--- config.mk ---
export PLATFORM = sky130hd
export DESIGN_NAME = pb_event_scheduler
export DESIGN_NICKNAME = d
export VERILOG_FILES = /design/src/rtl/pb_event_scheduler.sv
export SDC_FILE = /design/constraint.sdc
export NUM_CORES = 1
export LEC_CHECK = 0
export CELL_PAD_IN_SITES_DETAIL_PLACEMENT = 0
export CELL_PAD_IN_SITES_GLOBAL_PLACEMENT = 1
export CORE_MARGIN = 1.5
export CORE_UTILIZATION = 33
export DETAILED_ROUTE_END_ITERATION = 6
export PLACE_DENSITY = 0.78
export SLEW_MARGIN = 20
export SYNTH_ARGS = -nofsm -noshare
export SYNTH_HDL_FRONTEND = slang
export SYNTH_SLANG_ARGS = --single-unit
--- constraint.sdc ---
create_clock -name clk -period 1.35 [get_ports clk]
set_clock_uncertainty 0.05 [all_clocks]
set_input_delay 0.135 -clock clk [delete_from_list [all_inputs] [get_ports clk]]
set_output_delay 0.135 -clock clk [all_outputs]
set_load 0.05 [all_outputs]
--- src/rtl/pb_event_scheduler.sv ---
// pb_event_scheduler: N push buttons, each turned into a single-cycle press
// by its own edge FSM. Presses latch into per-button pending flags, and a
// round-robin arbiter drains them into a valid/ready event slot.
// Optional feature macro: PB_DEBOUNCE_EN inserts a per-bit debounce filter
// ahead of each edge FSM. The default build (macro undefined) has no filter.
module pb_event_scheduler #(
  parameter int N         = 4,
  parameter int IDW       = 2,
  parameter int DB_CYCLES = 16
) (
  input  logic           clk,
  input  logic           rst,
  input  logic [N-1:0]   pb,
  input  logic           ev_ready,
  output logic           ev_valid,
  output logic [IDW-1:0] ev_id,
  output logic [N-1:0]   pend,
  output logic           drop
);

  typedef enum logic [1:0] {
    ST_IDLE  = 2'd0,
    ST_PRESS = 2'd1,
    ST_HELD  = 2'd2
  } edge_state_e;

  logic [N-1:0]   lvl_s;
  logic [N-1:0]   press_s;
  logic [N-1:0]   grant_mask_s;
  logic [IDW-1:0] grant_idx_s;
  logic           found_s;
  logic           slot_free_s;

  edge_state_e    state_q [N];
  edge_state_e    state_d [N];
  logic [N-1:0]   pend_q, pend_d;
  logic           ev_valid_q, ev_valid_d;
  logic [IDW-1:0] ev_id_q, ev_id_d;
  logic [IDW-1:0] ptr_q, ptr_d;
  logic           drop_q, drop_d;

`ifdef PB_DEBOUNCE_EN
  localparam int CW = $clog2(DB_CYCLES + 1);

  logic [CW-1:0] db_cnt_q [N];
  logic [CW-1:0] db_cnt_d [N];
  logic [N-1:0]  db_filt_q, db_filt_d;

  // Debounce next state: count while raw differs from filtered, adopt raw after DB_CYCLES.
  always_comb begin
    db_filt_d = db_filt_q;
    for (int i = 0; i < N; i++) begin
      db_cnt_d[i] = db_cnt_q[i];
      if (pb[i] != db_filt_q[i]) begin
        if (db_cnt_q[i] == CW'(DB_CYCLES - 1)) begin
          db_filt_d[i] = pb[i];
          db_cnt_d[i]  = {CW{1'b0}};
        end else begin
          db_cnt_d[i] = db_cnt_q[i] + CW'(1);
        end
      end else begin
        db_cnt_d[i] = {CW{1'b0}};
      end
    end
  end

  // Debounce state registers.
  always_ff @(posedge clk) begin
    if (!rst) begin
      db_filt_q <= {N{1'b0}};
      for (int i = 0; i < N; i++) db_cnt_q[i] <= {CW{1'b0}};
    end else begin
      db_filt_q <= db_filt_d;
      for (int i = 0; i < N; i++) db_cnt_q[i] <= db_cnt_d[i];
    end
  end

  assign lvl_s = db_filt_q;
`else
  logic unused_db_s;
  assign unused_db_s = (DB_CYCLES > 0);
  assign lvl_s       = pb;
`endif

  // Edge FSM next state per button; PRESS lasts exactly one cycle per press.
  always_comb begin
    for (int i = 0; i < N; i++) begin
      state_d[i] = state_q[i];
      press_s[i] = 1'b0;
      case (state_q[i])
        ST_IDLE:  state_d[i] = lvl_s[i] ? ST_PRESS : ST_IDLE;
        ST_PRESS: begin
          press_s[i] = 1'b1;
          state_d[i] = ST_HELD;
        end
        ST_HELD:  state_d[i] = lvl_s[i] ? ST_HELD : ST_IDLE;
        default:  state_d[i] = ST_IDLE;
      endcase
    end
  end

  // Round-robin search: first pending index after ptr, wrapping through ptr itself.
  always_comb begin
    logic [IDW-1:0] idx_v;
    grant_idx_s = {IDW{1'b0}};
    found_s     = 1'b0;
    for (int k = 1; k <= N; k++) begin
      idx_v       = IDW'((int'(ptr_q) + k) % N);
      grant_idx_s = (!found_s && pend_q[idx_v]) ? idx_v : grant_idx_s;
      found_s     = found_s | pend_q[idx_v];
    end
  end

  // Slot/grant/pending next state; a handshake and the next grant share one edge.
  always_comb begin
    slot_free_s  = !ev_valid_q || ev_ready;
    grant_mask_s = {N{1'b0}};
    ev_valid_d   = ev_valid_q;
    ev_id_d      = ev_id_q;
    ptr_d        = ptr_q;
    if (slot_free_s && found_s) begin
      grant_mask_s[grant_idx_s] = 1'b1;
      ev_valid_d                = 1'b1;
      ev_id_d                   = grant_idx_s;
      ptr_d                     = grant_idx_s;
    end else if (slot_free_s) begin
      ev_valid_d = 1'b0;
    end else begin
      ev_valid_d = ev_valid_q;
    end
    // A press on a flag being granted this cycle re-arms it without loss.
    pend_d = (pend_q & ~grant_mask_s) | press_s;
    drop_d = |(press_s & pend_q & ~grant_mask_s);
  end

  // State registers with synchronous active-low reset.
  always_ff @(posedge clk) begin
    if (!rst) begin
      for (int i = 0; i < N; i++) state_q[i] <= ST_IDLE;
      pend_q     <= {N{1'b0}};
      ev_valid_q <= 1'b0;
      ev_id_q    <= {IDW{1'b0}};
      ptr_q      <= IDW'(N - 1);
      drop_q     <= 1'b0;
    end else begin
      for (int i = 0; i < N; i++) state_q[i] <= state_d[i];
      pend_q     <= pend_d;
      ev_valid_q <= ev_valid_d;
      ev_id_q    <= ev_id_d;
      ptr_q      <= ptr_d;
      drop_q     <= drop_d;
    end
  end

  assign ev_valid = ev_valid_q;
  assign ev_id    = ev_id_q;
  assign pend     = pend_q;
  assign drop     = drop_q;

endmodule
==> metrics.md, run 1 <==
| Metric | Value |
|---|---|
| Run status | `finished with violations` |
| Failing checks | `setup timing` |
| WL per Instance | `12.7 um` |
| ANT nets after route | `0` |
| Number of antenna violations at the first check in global routing | `0` |
| Ant. Diodes | `0` |
| Actual slew at the worst max-slew pin | `0.480 ns` |
| First-pass GRT wire length | `2930 um` |
| Switch Pwr | `0.000444 W` |
| Post-route cell area | `1190 um2` |
| Largest net degree at the start of global routing | `17` |
| Wirelength, routed | `1790 um` |
| CTS tree | `built` |
| Final setup fails | `4` |
| Die height | `50.9 um` |
| Number of fill cells | `195` |
| Post-DR vias/cell | `5.04` |
| Yosys Warn Count | `0` |
| Vias in the first global route | `686` |
| Top-count cell post-synth | `dfxtp_1` |
| Cells after Synth | `83` |
| CP required | `1.48 ns` |
| Core ar. | `2190 um2` |
| Min Clock Period, post-route | `1.44 ns` |
| CTS Hold Bufs | `0` |
| Setup repair bufs after CTS | `0` |
| Row Count | `17` |
| Hold path startpoint | `pb[2]` |
| Max Slew Vio Count | `0` |
| Max Cap Viol | `0` |
| Clock H-tree levels | `1` |
| Clk buf depth | `2` |
| Post-DP HPWL | `1310 um` |
| Number of synthesized flops with an enable pin | `0` |
| Sequential power share | `44.5%` |
| Final net count | `121` |
| Power Dens Cells | `1190 nW/um2` |
| Critical path buffer and inverter count | `0` |
| Combinational fraction of design power | `31.5%` |
| Reg2Reg Depth | `5` |
| Die outline width | `50.9 um` |
| Setup CP Type | `reg -> reg` |
| Clk pin slew, worst setup/hold paths | `0.11 ns` |
| Dominant cell type by area after synthesis | `dfxtp_1` |
| #FFs+latches synth | `18` |
| R2r endpoint | `drop` |
| Worst Hold Class | `in -> reg` |
| Period Utilization, post-route | `106%` |
| CTS root buf | `clkbuf_4` |
| GRT overflow | `0` |
| Worst Hold Margin | `0.370 ns` |
| Unrepaired setup endpoints after global routing | `yes` |
| Delay-heaviest family, CP | `compound AO/OA/AOI/OAI gates` |
| Hold Path Sink | `state_q[2][0]` |
| Via count | `711` |
| First drt pass iteration count | `4` |
| Pint | `0.000980 W` |
| Total Routing Usage GR | `15.6%` |
| Switching Share | `31.2%` |
| Nature of the critical path startpoint | `flip-flop` |
| Num ports | `15` |
| Final hold vios | `0` |
| Worst skew pair latency | `0.30 ns` |
| Setup slack after layout | `-0.0867 ns` |
| Synth Flop Type | `dfxtp_1` |
| Synth area leaders | `dfxtp_1, a21oi_1, nand3b_1` |
| IO buf count | `14` |
| Nature of the critical path endpoint | `flip-flop` |
| Post-synthesis cell type count | `26` |
| Static Leak | `0.466 nW` |
| Layout area overhead | `57.7%` |
| Post-synth top cells | `dfxtp_1, a21oi_1, nand2_1` |
| Synthesized area per cell | `9.12 um2` |
| Asr flop ratio synth | `0%` |
| Crit-path max FO | `6` |
| Reg2reg start | `pend[3]` |
| Sequential fraction of the synthesis area | `47.6%` |
| CP max stage delay | `0.38 ns` |
| DRC viols | `0` |
| Layout cells sized above 1 | `36.3%` |
| Crit path arrival time | `1.57 ns` |
| Clk sink count | `18` |
| Synth Cell Area | `757 um2` |
| Crit-path cells | `and2b_1 -> o221a_4 -> a311o_1 -> nand4b_1 -> a31oi_1` |
| Achievable frequency | `0.696 GHz` |
| Iter 0 DRT Violations | `6` |
| Slowest CP cell | `dfxtp_4` |
| RD Place Congestion | `0.830` |
| Max-slew headroom | `68.0%` |
| Hold path depth | `2` |
| Die ar. | `2590 um2` |
| Clk pwr share | `23.9%` |
| TritonCTS Buffers | `3` |
| Starting Density | `34.6%` |
| Flop2flop setup slack | `-0.09 ns` |
| Placed Area | `1130 um2` |
| VDD IR-drop max | `0.747 mV` |
| Total nets after synthesis | `90` |
| Top cell type's share of synthesized area | `47.6%` |
[cell usage in the layout, fill, tap and decap left out, drive strengths merged, types with 4 or more instances in the layout]
cell           netlist  final
nand3b               6      6
nand2                7      7
o21ai                8      8
clkdlybuf4s50        0      6
nor4b                4      4
a21oi               11     11
buf                  0     21
nand2b               6      6
dfxtp               18     18
clkbuf               1      4
[layout make-up]
cell class / instances / area [um2] / area share [%]
clock buffers: 4 / 36.3 / 3.04
flip-flops and latches: 18 / 375 / 31.4
repair buffers: 27 / 318 / 26.6
multi-input cells: 61 / 418 / 35.0
well taps: 28 / 35.0 / 2.94
inverters: 3 / 11.3 / 0.943
[routing by layer]
| metal | vias to the layer above | routed length (um) | track usage [%] |
|---|---|---|---|
| met3 | 4 | 41 | 2.63 |
| met1 | 327 | 747 | 17.8 |
| met2 | 16 | 952 | 26.3 |
| met5 | - | 0 | 0 |
| li1 | 364 | - | - |
| met4 | 0 | 46 | 10.8 |
[what timing repair did]
action | 4_1_cts | 5_1_grt
pin swaps | 0 | 4
endpoints found under the setup margin | 6 | 8
resized for setup | 4 | 4
[worst max-delay path by stage]
stage	slack [ns]	startpoint	end	cells past startpoint
2_1_floorplan	-0.07	pend[3]	drop	5
3_3_place_gp	-0.16	ev_ready	drop	6
3_5_place_dp	-0.17	ev_ready	drop	6
4_1_cts	-0.07	pend[3]	drop	5
5_1_grt	-0.12	ptr_q[0]	drop	5
6_report	-0.09	pend[3]	drop	5
[through the flow]
stage               TNS (ns)  setup WS [ns]  util (%)  cells  total power [W]
floorplan             -0.103        -0.0655         -     83         0.000847
global placement      -0.393         -0.158      51.5    137          0.00107
detailed placement    -0.465         -0.165      51.5    137          0.00107
CTS                   -0.165        -0.0743      53.7    141          0.00142
global route          -0.566         -0.123      54.5    141          0.00149
finish                -0.181        -0.0867      54.5    141          0.00142
[sequential cells by signal, indices dropped and copies added (netlist names)]
register  flops
ev_valid      1
drop          1
ev_id         2
state_q       8
pend          4
ptr_q         2
[worst register-to-register path, stage by stage (launching register included)]
cell	delay, ns
dfxtp_4	0.38
and2b_1	0.19
o221a_4	0.23
a311o_1	0.30
nand4b_1	0.10
a31oi_1	0.07
[kinds of logic after synthesis]
logic type,after synthesis,synth area share (%)
AOI/OAI and AO/OA,25,20.8
buffers and inverters,4,1.98
DFF,18,47.6
muxes,1,1.32
and+or+nand+nor,35,28.3
[power groups by stage]
stage               clock, W  sequential [W]  combinational (W)
finish              0.000341        0.000634           0.000449
global route        0.000370        0.000643           0.000480
CTS                 0.000351        0.000634           0.000438
detailed placement         0        0.000644           0.000430
global placement           0        0.000640           0.000425
floorplan                  0        0.000709           0.000138
Note: power is estimated with default switching activity, not from simulation.
==> run 2, diff against run 1 <==
--- a/config.mk
+++ b/config.mk
@@ -10,6 +10,7 @@
 export CORE_MARGIN = 1.5
 export CORE_UTILIZATION = 33
 export DETAILED_ROUTE_END_ITERATION = 6
+export HOLD_SLACK_MARGIN = 0.02
 export PLACE_DENSITY = 0.78
 export SLEW_MARGIN = 20
 export SYNTH_ARGS = -nofsm -noshare
==> results of run 2 <==
No change in the layout: final DEF, timing and power equal those of run 1.
==> run 3, diff against run 2 <==
--- a/config.mk
+++ b/config.mk
@@ -5,13 +5,15 @@
 export SDC_FILE = /design/constraint.sdc
 export NUM_CORES = 1
 export LEC_CHECK = 0
+export ABC_CLOCK_PERIOD_IN_PS = 1350
 export CELL_PAD_IN_SITES_DETAIL_PLACEMENT = 0
 export CELL_PAD_IN_SITES_GLOBAL_PLACEMENT = 1
 export CORE_MARGIN = 1.5
 export CORE_UTILIZATION = 33
 export DETAILED_ROUTE_END_ITERATION = 6
 export HOLD_SLACK_MARGIN = 0.02
-export PLACE_DENSITY = 0.78
+export PLACE_DENSITY_LB_ADDON = 0.1
+export SKIP_CTS_REPAIR_TIMING = 1
 export SLEW_MARGIN = 20
 export SYNTH_ARGS = -nofsm -noshare
 export SYNTH_HDL_FRONTEND = slang
==> run 3 against run 2 <==
The run still ends with setup timing left. Sequential share of layout area is 0.93 points lower. Non-clock buffer count is 4 higher. Routed wire length is 4.0% lower. Maximum frequency is 1.3% lower. Largest power group unchanged. Critical endpoint unchanged. Global-route usage is 0.22 points lower. Register-to-register slack worse by 0.02 ns. Sequential power hardly changed. Worst setup slack worse by 0.019 ns. Combinational power is 5.3% higher. Critical path depth stayed put. Die area stayed put.
==> metrics.md, run 3 (synthesis gave the netlist of run 1 again) <==
| Metric | Value |
|---|---|
| CTS tree | `built` |
| WL per Instance | `11.8 um (-6.6%)` |
| Die height | `50.9 um (unchanged)` |
| Max FFs per register | `8 (unchanged)` |
| IO buf count | `14 (unchanged)` |
| Sequential power share | `45.9% (+1.4 points)` |
| Commonest cells after routing, fill and taps aside | `buf_4, dfxtp_1, a21oi_1` |
| Clk pwr share | `19.7% (-4.2 points)` |
| Ant. Diodes | `0 (unchanged)` |
| Setup CP Type | `reg -> reg` |
| Die ar. | `2590 um2 (unchanged)` |
| TritonCTS Buffers | `3 (unchanged)` |
| Num ports | `15 (unchanged)` |
| Layout area overhead | `62.5%` |
| Final hold vios | `0 (unchanged)` |
| Wirelength, routed | `1720 um (-4.0%)` |
| CP required | `1.52 ns (+0.04 ns)` |
| Combinational fraction of design power | `34.3% (+2.8 points)` |
| Number of antenna violations at the first check in global routing | `0 (unchanged)` |
| Starting Density | `34.6% (unchanged)` |
| VDD IR-drop max | `0.636 mV (-15%)` |
| ANT nets after route | `0 (unchanged)` |
| First-pass GRT wire length | `2930 um (-0.24%)` |
| CTS root buf | `clkbuf_4` |
| Core ar. | `2190 um2 (unchanged)` |
| Most common cell after layout, fill and taps aside | `buf_4` |
| First drt pass iteration count | `4 (unchanged)` |
| Iter 0 DRT Violations | `14 (+8)` |
| Nature of the critical path startpoint | `flip-flop` |
| Max Cap Viol | `0 (unchanged)` |
| Die outline width | `50.9 um (unchanged)` |
| Clock H-tree levels | `1 (unchanged)` |
| Clk pin slew, worst setup/hold paths | `0.10 ns (about the same)` |
| Clk buf depth | `2 (unchanged)` |
| Vias in the first global route | `660 (-3.8%)` |
| Nature of the critical path endpoint | `flip-flop` |
| Switch Pwr | `0.000431 W (-3.0%)` |
| Final setup fails | `4 (unchanged)` |
| Layout cells sized above 1 | `39.3% (+3.0 points)` |
| Min Clock Period, post-route | `1.46 ns (+0.0191 ns)` |
| Static Leak | `0.486 nW (+4.3%)` |
| Via count | `708 (-0.42%)` |
| Crit path arrival time | `1.62 ns (+0.05 ns)` |
| Final net count | `125 (+3.3%)` |
| Achievable frequency | `0.687 GHz (-1.3%)` |
| Dpl ws | `-0.210 ns (-0.0444 ns)` |
| Crit-path cells | `and2b_2 -> o21ai_2 -> and3_1 -> o2111ai_2 -> a31oi_1` |
| Unrepaired setup endpoints after global routing | `yes` |
| Post-DR vias/cell | `4.88 (-3.2%)` |
| Post-DP HPWL | `1290 um (-1.5%)` |
| Period Utilization, post-route | `108% (+1.4 points)` |
| Run status | `finished with violations` |
| Power Dens Cells | `1120 nW/um2 (-6.2%)` |
| Total Routing Usage GR | `15.3% (-0.22 points)` |
| Setup slack after layout | `-0.106 ns (-0.0191 ns)` |
| Largest net degree at the start of global routing | `14 (-3)` |
| Worst Hold Margin | `0.390 ns (+0.0200 ns)` |
| Slowest CP cell | `dfxtp_4` |
| Top reg by flops | `state_q` |
| Crit-path max FO | `5 (-1)` |
| RD Place Congestion | `0.876 (+5.5%)` |
| GRT overflow | `0 (unchanged)` |
| Max-slew headroom | `70.9% (+3.0 points)` |
| Failing checks | `setup timing` |
| Switching Share | `31.3% (+0.10 points)` |
| CP max stage delay | `0.37 ns (about the same)` |
| Worst skew pair latency | `0.29 ns (about the same)` |
| Actual slew at the worst max-slew pin | `0.436 ns (-0.0443 ns)` |
| Max Slew Vio Count | `0 (unchanged)` |
| Row Count | `17 (unchanged)` |
| Cells after DPL | `140 (+2.2%)` |
| DRC viols | `0 (unchanged)` |
| Pint | `0.000946 W (-3.5%)` |
| Worst Hold Class | `in -> reg` |
| Clk sink count | `18 (unchanged)` |
| Fin cells | `145 (+2.8%)` |
run 3: worst paths after layout:
check / startpoint / end / slack [ns] / depth (start not counted)
min: pb[2] / state_q[2][1] / 0.39 / 3
max: pend[3] / drop / -0.11 / 5
min reg2reg: state_q[3][1] / state_q[3][0] / 0.41 / 1
max reg2reg: pend[3] / drop / -0.11 / 5
run 3: power by group through the flow:
| stage | Combinational [W] | Sequential, W | Clock, W |
|---|---|---|---|
| floorplan | 0.000138 | 0.000709 | 0 |
| global placement | 0.000436 | 0.000639 | 0 |
| detailed placement | 0.000437 | 0.000641 | 0 |
| CTS | 0.000440 | 0.000628 | 0.000294 |
| global route | 0.000502 | 0.000642 | 0.000309 |
| finish | 0.000473 | 0.000633 | 0.000272 |
run 3: metrics by stage:
| stage | instance area [um2] | setup TNS (ns) | total power, W | util [%] |
|---|---|---|---|---|
| final | 1230 | -0.156 | 0.00138 | 56.1 |
| after global routing | 1230 | -0.526 | 0.00145 | 56.1 |
| after CTS | 1180 | -0.528 | 0.00136 | 53.7 |
| after detailed placement | 1150 | -0.595 | 0.00108 | 52.5 |
| after global placement | 1150 | -0.559 | 0.00108 | 52.5 |
| after floorplan | 778 | -0.103 | 0.000847 | - |
run 3: worst max-delay path, delay by kind of cell (launching register included):
family | cells | cell delay, ns
flops | 1 | 0.37
compound gates | 3 | 0.50
simple gates | 2 | 0.46
run 3: cell type report:
type                    count  area, um2
fillers                   220        961
multi-input cells          61        430
flip-flops and latches     18        375
repair buffers             31        352
well taps                  28       35.0
clock buffers               4       26.3
inverters                   3       11.3
run 3: layer usage:
layer | share of wire [%] | wire length [um] | GRT usage (%)
met5 | 0 | 0 | 0
met4 | 2.5 | 43 | 9.46
met3 | 3.0 | 52 | 3.80
met2 | 44 | 763 | 20.2
met1 | 50 | 856 | 22.2
